--- config.mk ---
export PLATFORM = sky130hd
export DESIGN_NAME = onehot_codec_pipe
export DESIGN_NICKNAME = d
export VERILOG_FILES = /design/src/rtl/onehot_codec_pkg.sv /design/src/rtl/onehot_pipe_stage.sv /design/src/rtl/onehot_codec_pipe.sv
export SDC_FILE = /design/constraint.sdc
export NUM_CORES = 1
export LEC_CHECK = 0
export ABC_AREA = 1
export CAP_MARGIN = 25
export CORE_ASPECT_RATIO = 0.8
export CORE_MARGIN = 2
export CORE_UTILIZATION = 40
export DETAILED_ROUTE_END_ITERATION = 8
export GPL_TIMING_DRIVEN = 0
export SYNTH_ARGS = -nofsm -noshare
export SYNTH_HDL_FRONTEND = slang
export SYNTH_HIERARCHICAL = 1
export SYNTH_SLANG_ARGS = --single-unit
export TNS_END_PERCENT = 100
--- constraint.sdc ---
create_clock -name clk -period 4.6 [get_ports clk]
set_input_delay 0.92 -clock clk [delete_from_list [all_inputs] [get_ports clk]]
set_output_delay 0.92 -clock clk [all_outputs]
set_load 0.02 [all_outputs]
--- src/rtl/onehot_codec_pkg.sv ---
// Shared constants and configuration checks for the one-hot codec pipeline.
package onehot_codec_pkg;

    localparam logic MODE_DEC = 1'b0;
    localparam logic MODE_ENC = 1'b1;

    localparam int BIN_W_MIN = 1;
    localparam int BIN_W_MAX = 8;

    // Legal binary index widths; beyond 8 the one-hot side becomes impractically wide.
    function automatic bit bin_w_ok(input int w);
        return (w >= BIN_W_MIN) && (w <= BIN_W_MAX);
    endfunction

endpackage

--- src/rtl/onehot_pipe_stage.sv ---
// One elastic pipeline slot: a valid bit plus data register with valid/ready handshake.
module onehot_pipe_stage #(
    parameter int DATA_W = 8
) (
    input  logic              clk,
    input  logic              rst_n,
    input  logic              in_valid,
    output logic              in_ready,
    input  logic [DATA_W-1:0] in_data,
    output logic              out_valid,
    input  logic              out_ready,
    output logic [DATA_W-1:0] out_data
);

    logic              vld;
    logic [DATA_W-1:0] data;

    // Slot can take a word when empty or when its current word leaves this cycle.
    assign in_ready  = !vld || out_ready;
    assign out_valid = vld;
    assign out_data  = data;

    // Load on accept; data is held otherwise so backpressured outputs stay stable.
    always_ff @(posedge clk or negedge rst_n) begin
        if (!rst_n) begin
            vld  <= 1'b0;
            data <= '0;
        end else if (in_ready) begin
            vld <= in_valid;
            if (in_valid) data <= in_data;
        end
    end

endmodule

--- src/rtl/onehot_codec_pipe.sv ---
// Pipelined binary<->one-hot converter with valid/ready stream interface.
// Slot 0 captures the raw word, conversion sits between slots 0 and 1,
// remaining slots are pure elastic delay.
module onehot_codec_pipe
    import onehot_codec_pkg::*;
#(
    parameter int BIN_W     = 6,
    parameter int STAGES    = 2,
    parameter int ERR_CNT_W = 16
) (
    input  logic                   clk,
    input  logic                   rst_n,
    input  logic                   in_valid,
    output logic                   in_ready,
    input  logic                   in_mode,
    input  logic [BIN_W-1:0]       in_bin,
    input  logic [(1<<BIN_W)-1:0]  in_oh,
    output logic                   out_valid,
    input  logic                   out_ready,
    output logic                   out_mode,
    output logic [BIN_W-1:0]       out_bin,
    output logic [(1<<BIN_W)-1:0]  out_oh,
    output logic                   out_err,
    output logic [ERR_CNT_W-1:0]   err_cnt
);

    localparam int OH_W   = 1 << BIN_W;
    localparam int DATA_W = 1 + BIN_W + OH_W + 1;   // {mode, bin, oh, err}
    localparam logic [OH_W-1:0] OH_ONE = {{(OH_W-1){1'b0}}, 1'b1};

    if (!bin_w_ok(BIN_W) || STAGES < 2 || STAGES > 4) begin : g_cfg_err
        $error("onehot_codec_pipe: unsupported BIN_W or STAGES");
    end

    // Index of lowest set bit, 0 when the vector is empty.
    function automatic logic [BIN_W-1:0] lowest_idx(input logic [OH_W-1:0] v);
        logic [BIN_W-1:0] idx;
        idx = '0;
        for (int i = OH_W - 1; i >= 0; i--)
            if (v[i]) idx = i[BIN_W-1:0];
        return idx;
    endfunction

    // True when exactly one bit is set (popcount == 1).
    function automatic logic onehot_ok(input logic [OH_W-1:0] v);
        return (v != '0) && ((v & (v - OH_ONE)) == '0);
    endfunction

    logic [STAGES-1:0]             v_in, v_out, r_in, r_out;
    logic [STAGES-1:0][DATA_W-1:0] d_in, d_out;

    logic              raw_mode;
    logic [BIN_W-1:0]  raw_bin, cv_bin;
    logic [OH_W-1:0]   raw_oh;
    logic              cv_err;
    logic [DATA_W-1:0] conv;

    assign raw_mode = d_out[0][DATA_W-1];
    assign raw_bin  = d_out[0][OH_W+BIN_W:OH_W+1];
    assign raw_oh   = d_out[0][OH_W:1];

    // Convert the word held in slot 0 into its canonical {bin, clean one-hot, err} form.
    always_comb begin
        cv_bin = raw_bin;
        cv_err = 1'b0;
        if (raw_mode == MODE_ENC) begin
            cv_bin = lowest_idx(raw_oh);
            cv_err = !onehot_ok(raw_oh);
        end
        conv = {raw_mode, cv_bin, OH_ONE << cv_bin, cv_err};
    end

    for (genvar i = 0; i < STAGES; i++) begin : g_slot
        if (i == 0) begin : g_head
            assign v_in[i] = in_valid;
            assign d_in[i] = {in_mode, in_bin, in_oh, 1'b0};
        end else if (i == 1) begin : g_conv
            assign v_in[i] = v_out[i-1];
            assign d_in[i] = conv;
        end else begin : g_delay
            assign v_in[i] = v_out[i-1];
            assign d_in[i] = d_out[i-1];
        end

        if (i == STAGES - 1) begin : g_tail
            assign r_out[i] = out_ready;
        end else begin : g_link
            assign r_out[i] = r_in[i+1];
        end

        onehot_pipe_stage #(.DATA_W(DATA_W)) u_stage (
            .clk       (clk),
            .rst_n     (rst_n),
            .in_valid  (v_in[i]),
            .in_ready  (r_in[i]),
            .in_data   (d_in[i]),
            .out_valid (v_out[i]),
            .out_ready (r_out[i]),
            .out_data  (d_out[i])
        );
    end

    assign in_ready  = r_in[0];
    assign out_valid = v_out[STAGES-1];
    assign out_mode  = d_out[STAGES-1][DATA_W-1];
    assign out_bin   = d_out[STAGES-1][OH_W+BIN_W:OH_W+1];
    assign out_oh    = d_out[STAGES-1][OH_W:1];
    assign out_err   = d_out[STAGES-1][0];

    // Count errored words as they leave; saturate at all-ones.
    always_ff @(posedge clk or negedge rst_n) begin
        if (!rst_n)
            err_cnt <= '0;
        else if (out_valid && out_ready && out_err && (err_cnt != '1))
            err_cnt <= err_cnt + 1'b1;
    end

endmodule
==> reports/results.ini, run 1 <==
[status]
status=complete, but fails checks
violations=setup timing

[finish]
fin_area_sq_mm=0.01226
num-fill-cells=2181
seq_area_sq_mm=0.004029
area_growth_pct=34.23
multi_input_area_sq_mm=0.004633
nets=1488
drive_gt1_share_pct=15.44
n_antenna_cell=0

[sta]
final_max_slew_viol_count=0
fmax_mhz=210.5
maxSlewHeadroom_pct=35.61
hold_violations=0
rsz0062_at_grt=yes
fin_skew_ps=8.461
worst_pin_slew_ps=965.9
fin_ws_ps=-149.7
setup_violations=1
period_needed_ps=4750
min_period_over_period_pct=103.3

[clocking]
cts_max_level=4
cts-root-buf=clkbuf_16
cts_tree=yes
holdBufCountCts=0
numCtsBuffers=17
cts_buffer_depth=2
clk_latency_ps=430
cts.clk_slew.worst_paths_ps=70
numClockSinks=161

[pwr]
peakVddDrop_uv=294.1
p_leak_nw=5.921
power.density_mw_per_mm2=367.3

[setup_path]
rr_worst_depth=22
crit_arrival_ps=5070
rr_endpoint=g_slot[1].u_stage/out_data[0]
cp_data_required_time_ps=4920
critPathKind=register to register
cp-start-kind=register
cp-end-kind=register
r2r_setup_slack_ps=-150
rr_startpoint=g_slot[0].u_stage/out_data[36]
critPathMaxFanout=6
startpoint=g_slot[0].u_stage/out_data[36]

[detailed_routing]
routed_via_density=4.947
routed_wl_microns=26610
final_antenna_net_count=0
drt_pass1_iterations=5
drt_drc_violations_left=0
avgRoutedWirePerCell_microns=15.37
first_iter_violations=703
num_vias=8563

[global_routing]
grt_pass1_vias=8017
grt_pass1_wl_microns=42800
grt_max_degree=85
grt_usage_pct=22.31
antenna_found_initial=0
overflow=0

[die]
core-area_sq_mm=0.02244
dieArea_sq_mm=0.02406
die_h_microns=139.1
core.rowCount=49
initial_utilization_pct=40.69
fp.dieW_microns=172.9
ios=165

[logic_synthesis]
syn_inst=1219
syn_nets=1295
synth.avg_cell_area_sq_um=7.491
yosys_warnings=6
syn-cell-area_sq_mm=0.009131

[worst_hold_path]
hold_depth=2
worstHoldStart=g_slot[1].u_stage/out_data[37]
min_to=g_slot[1].u_stage/out_data[37]
min_path_type=register to register

[placed_design]
dpl-instance-area_sq_mm=0.01118
place_ws_ps=-469.6
dp.final_hpwl_microns=19890
gp_congestion=0.9245
port-buffer-count=163

[flow_run]
cap_viol_max_count=0

layout by cell type, fill, tap and decap left out, types with 3 or more instances in the layout:
cell             count
nand2_4              3
buf_2               18
nor3_1              10
xnor2_1              3
clkdlybuf4s50_1    162
a31oi_1              5
clkbuf_16           17
nor3_4               3
nand2_2              4
inv_6                4
nor2_1              92
nand2_1            411
a21oi_2              3
nor4_1               5
o31ai_1              3
nand3_4              4
o21ai_0             18
nand4_1              8
clkbuf_1            11
nor3_2              30
inv_2                7
buf_4               26
inv_1              114
clkinvlp_4           3
nand4_4              9
nand3_1            153
a21oi_1             18
nor2_2              23
dfrtp_1            161
buf_6               14
nand3_2             23
nor2_4              10
xor2_1              12
metrics by stage:
stage | hold WS [ps] | utilization [%] | std cells | setup TNS (ps) | power [mW]
6_report | 470.7 | 54.62 | 1731 | -149.7 | 4.502
5_1_grt | 491.3 | 54.62 | 1731 | -28910 | 4.749
4_1_cts | 475.5 | 52.80 | 1722 | 0 | 4.449
3_5_place_dp | 458.6 | 49.82 | 1689 | -469.6 | 2.960
3_3_place_gp | 454.5 | 49.67 | 1688 | -665390 | 2.945
2_1_floorplan | 441.9 | - | 1219 | 0 | 2.489
per-layer routing:
| metal | vias up | track usage, % | routed length [microns] | share of wire, % |
|---|---|---|---|---|
| met4 | 0 | 4.996 | 259 | 0.97 |
| met3 | 16 | 5.044 | 1859 | 7.0 |
| met2 | 265 | 31.07 | 10570 | 40 |
| li1 | 4307 | - | - | - |
| met5 | - | 0 | 0 | 0 |
| met1 | 3975 | 34.80 | 13920 | 52 |
worst max path at each step:
| stage | end | slack (ps) | cells after the start |
|---|---|---|---|
| after floorplan | g_slot[1].u_stage/out_data[0] | 720 | 33 |
| after detailed placement | g_slot[1].u_stage/out_data[0] | -470 | 31 |
| after CTS | g_slot[1].u_stage/out_data[0] | 3 | 34 |
| final | g_slot[1].u_stage/out_data[0] | -150 | 22 |
| after global routing | g_slot[1].u_stage/out_data[0] | -540 | 33 |
| after global placement | g_slot[1].u_stage/out_data[53] | -4150 | 1 |
power by group:
| part | switching (mW) | leakage (nW) | internal, mW |
|---|---|---|---|
| sequential | 0.171 | 2.08 | 1.57 |
| combinational | 0.822 | 3.55 | 0.471 |
| clock | 0.625 | 0.286 | 0.841 |
registers in the layout (all words and copies together), names as in the netlist:
| name | cells |
|---|---|
| g_slot.u_stage/out_valid | 2 |
| err_cnt | 16 |
| g_slot.u_stage/out_data | 143 |
what timing repair did:
item,4_1_cts,5_1_grt
setup endpoints to repair,1,66
buffers inserted,1,8
gates cloned,0,0
gates resized for setup,9,74
pin swaps,5,47
final cells by class:
type / instances / share of cell area [%]
clock buffer: 20 / 3.726
multi-input combinational: 877 / 37.80
timing repair buffer: 174 / 14.19
sequential: 161 / 32.87
inverter: 122 / 3.757
tap: 306 / 3.124
clock inverter: 12 / 1.194
buffer: 59 / 3.338
worst max-delay path: stages, from the launching register on:
cell	delay, ps
dfrtp_1	390
nor2_1	340
nand2_1	230
nor2_1	250
inv_1	70
nor2_1	130
inv_1	70
nor3_1	430
nand2_1	140
o21ai_0	300
nand4_1	180
a2111oi_2	400
nand4_1	220
a2111oi_4	350
nand4_1	210
a21oi_2	170
o2111ai_2	100
nor2_1	140
o21ai_1	90
nor3_2	180
a31oi_2	120
nand3_1	100
nand2_1	50
(Power assumes the default switching activity.)
==> run 2: changes to the inputs <==
--- a/config.mk
+++ b/config.mk
@@ -10,6 +10,7 @@
 export CORE_ASPECT_RATIO = 0.8
 export CORE_MARGIN = 2
 export CORE_UTILIZATION = 40
+export CTS_CLUSTER_SIZE = 40
 export DETAILED_ROUTE_END_ITERATION = 8
 export GPL_TIMING_DRIVEN = 0
 export SYNTH_ARGS = -nofsm -noshare
==> results of run 2 <==
Same layout as run 1: the final DEF is identical, and so are final timing and power.
==> run 3: changes to the inputs <==
--- a/config.mk
+++ b/config.mk
@@ -7,7 +7,7 @@
 export LEC_CHECK = 0
 export ABC_AREA = 1
 export CAP_MARGIN = 25
-export CORE_ASPECT_RATIO = 0.8
+export CORE_ASPECT_RATIO = 1.4
 export CORE_MARGIN = 2
 export CORE_UTILIZATION = 40
 export CTS_CLUSTER_SIZE = 40
==> run 3 against run 2 <==
Against the previous run: the run still ends with setup timing left; clock skew increased by 2.2 ps; combinational power about the same; sequential cell count unchanged; fmax increased by 1.7%; worst setup slack improved by 80 ps; routed wire length decreased by 2.8%; cell area decreased by 0.17%; clock power about the same; core utilization decreased by 0.11 points; critical path depth increased by 11.
==> reports/results.ini, run 3 (synthesis gave the netlist of run 1 again) <==
[placed_design]
dp_cells=1684
dpl-instance-area_sq_mm=0.01117
port-buffer-count=163
gp_congestion=0.9647
dp.final_hpwl_microns=19530
place_ws_ps=-344.2

[sta]
tns_ps=-69.18
fin_ws_ps=-69.18
rsz0062_at_grt=yes
final_max_slew_viol_count=0
worst_pin_slew_ps=1045
min_period_over_period_pct=101.5
setup_violations=1
hold_violations=0
period_needed_ps=4669
holdWs_ps=432.2
maxSlewHeadroom_pct=30.35
fin_skew_ps=10.68
fmax_mhz=214.2

[global_routing]
antenna_found_initial=0
grt_pass1_wl_microns=41710
grt_usage_pct=21.73
overflow=0
grt_pass1_vias=8385
grt_max_degree=84

[setup_path]
cp_data_required_time_ps=4920
cpPeakStageDelay_ps=410
rr_worst_depth=33
cpMostUsedCell=nor2_4
critPathBufInv=5
rr_startpoint=g_slot[0].u_stage/out_data[2]
path_delay_family=simple AND/OR/NAND/NOR gates
cp-start-kind=register
crit_path_top_delay_cell=dfrtp_1
rr_endpoint=g_slot[1].u_stage/out_data[0]
r2r_setup_slack_ps=-70
crit_arrival_ps=4990
critPathKind=register to register
cp-end-kind=register
startpoint=g_slot[0].u_stage/out_data[2]
critPathMaxFanout=4

[pwr]
p_leak_nw=5.941
p_switching_mw=1.590
clkPwrFrac_pct=32.3
intPower_mw=2.868
p_total_mw=4.457
power.density_mw_per_mm2=364.3
power_frac_comb_pct=28.7
peakVddDrop_uv=294.4
p_seq_share_pct=39.0
p_sw_share_pct=35.66

[detailed_routing]
routed_via_density=4.910
final_antenna_net_count=0
drt_drc_violations_left=0
first_iter_violations=398
drt_pass1_iterations=4
routed_wl_microns=25850
num_vias=8475
avgRoutedWirePerCell_microns=14.98

[die]
core.rowCount=65
core-area_sq_mm=0.02245
dieArea_sq_mm=0.02407
ios=165
die_h_microns=182.8
initial_utilization_pct=40.68
fp.dieW_microns=131.7

[finish]
n_antenna_cell=0
seq_area_sq_mm=0.004029
fin_area_sq_mm=0.01224
finalNonFillerCells=1726
largest_reg_flops=143
drive_gt1_share_pct=14.81
num-fill-cells=2184
nets=1488
multi_input_area_sq_mm=0.004629
final_cell_mix=nand2_1, clkdlybuf4s50_1, dfrtp_1
utilization_pct=54.51
area_growth_pct=34.00
layout_commonest_cell=nand2_1

[clocking]
cts.clk_slew.worst_paths_ps=70
holdBufCountCts=0
numCtsBuffers=17
cts-root-buf=clkbuf_16
cts_tree=yes
cts_buffer_depth=2
numClockSinks=161
clk_latency_ps=430
cts_max_level=4

[worst_hold_path]
min_path_type=input port to asynchronous set/reset pin

[status]
status=complete, but fails checks
violations=setup timing

[flow_run]
cap_viol_max_count=0

==> run 3: cell count changes in the layout (fill, tap and decap cells not counted), moves of 4 or more <==
cell	delta
nor2_2	-6
nor2_1	+5
nor3_2	-4
nor3_4	+4
==> run 3: worst max path at each step <==
stage                                           to  slack [ps]  cells past startpoint
floorplan            g_slot[1].u_stage/out_data[0]         720                     33
global placement    g_slot[0].u_stage/out_data[18]       -4050                      1
detailed placement   g_slot[1].u_stage/out_data[0]        -340                     33
CTS                  g_slot[1].u_stage/out_data[0]        -140                     33
global route        g_slot[1].u_stage/out_data[57]        -550                     70
finish               g_slot[1].u_stage/out_data[0]         -70                     33
==> run 3: layout make-up <==
class	instances	share of cell area (%)
multi-input combinational	877	37.84
sequential	161	32.93
timing repair buffer	174	14.21
inverter	122	3.743
clock buffer	19	3.620
buffer	59	3.344
tap	301	3.078
clock inverter	13	1.237
==> run 3: timing repair <==
item | CTS | global route
endpoints found under the setup margin | 1 | 66
pin swaps | 3 | 45
resized for setup | 6 | 71
setup buffers | 3 | 6
==> run 3: metal layers <==
metal,wire (microns),up-vias,track usage (%)
li1,-,4301,-
met1,10500,3967,24.49
met2,13860,170,41.28
met3,931,37,3.952
met4,559,0,6.957
met5,0,-,0
==> run 3: power groups by stage <==
stage          Combinational (mW)  Sequential (mW)  Clock [mW]
6_report                     1.28             1.74        1.44
5_1_grt                      1.41             1.76        1.54
4_1_cts                      1.20             1.74        1.47
3_5_place_dp                 1.19             1.76           0
3_3_place_gp                 1.17             1.76           0
2_1_floorplan               0.699             1.79           0
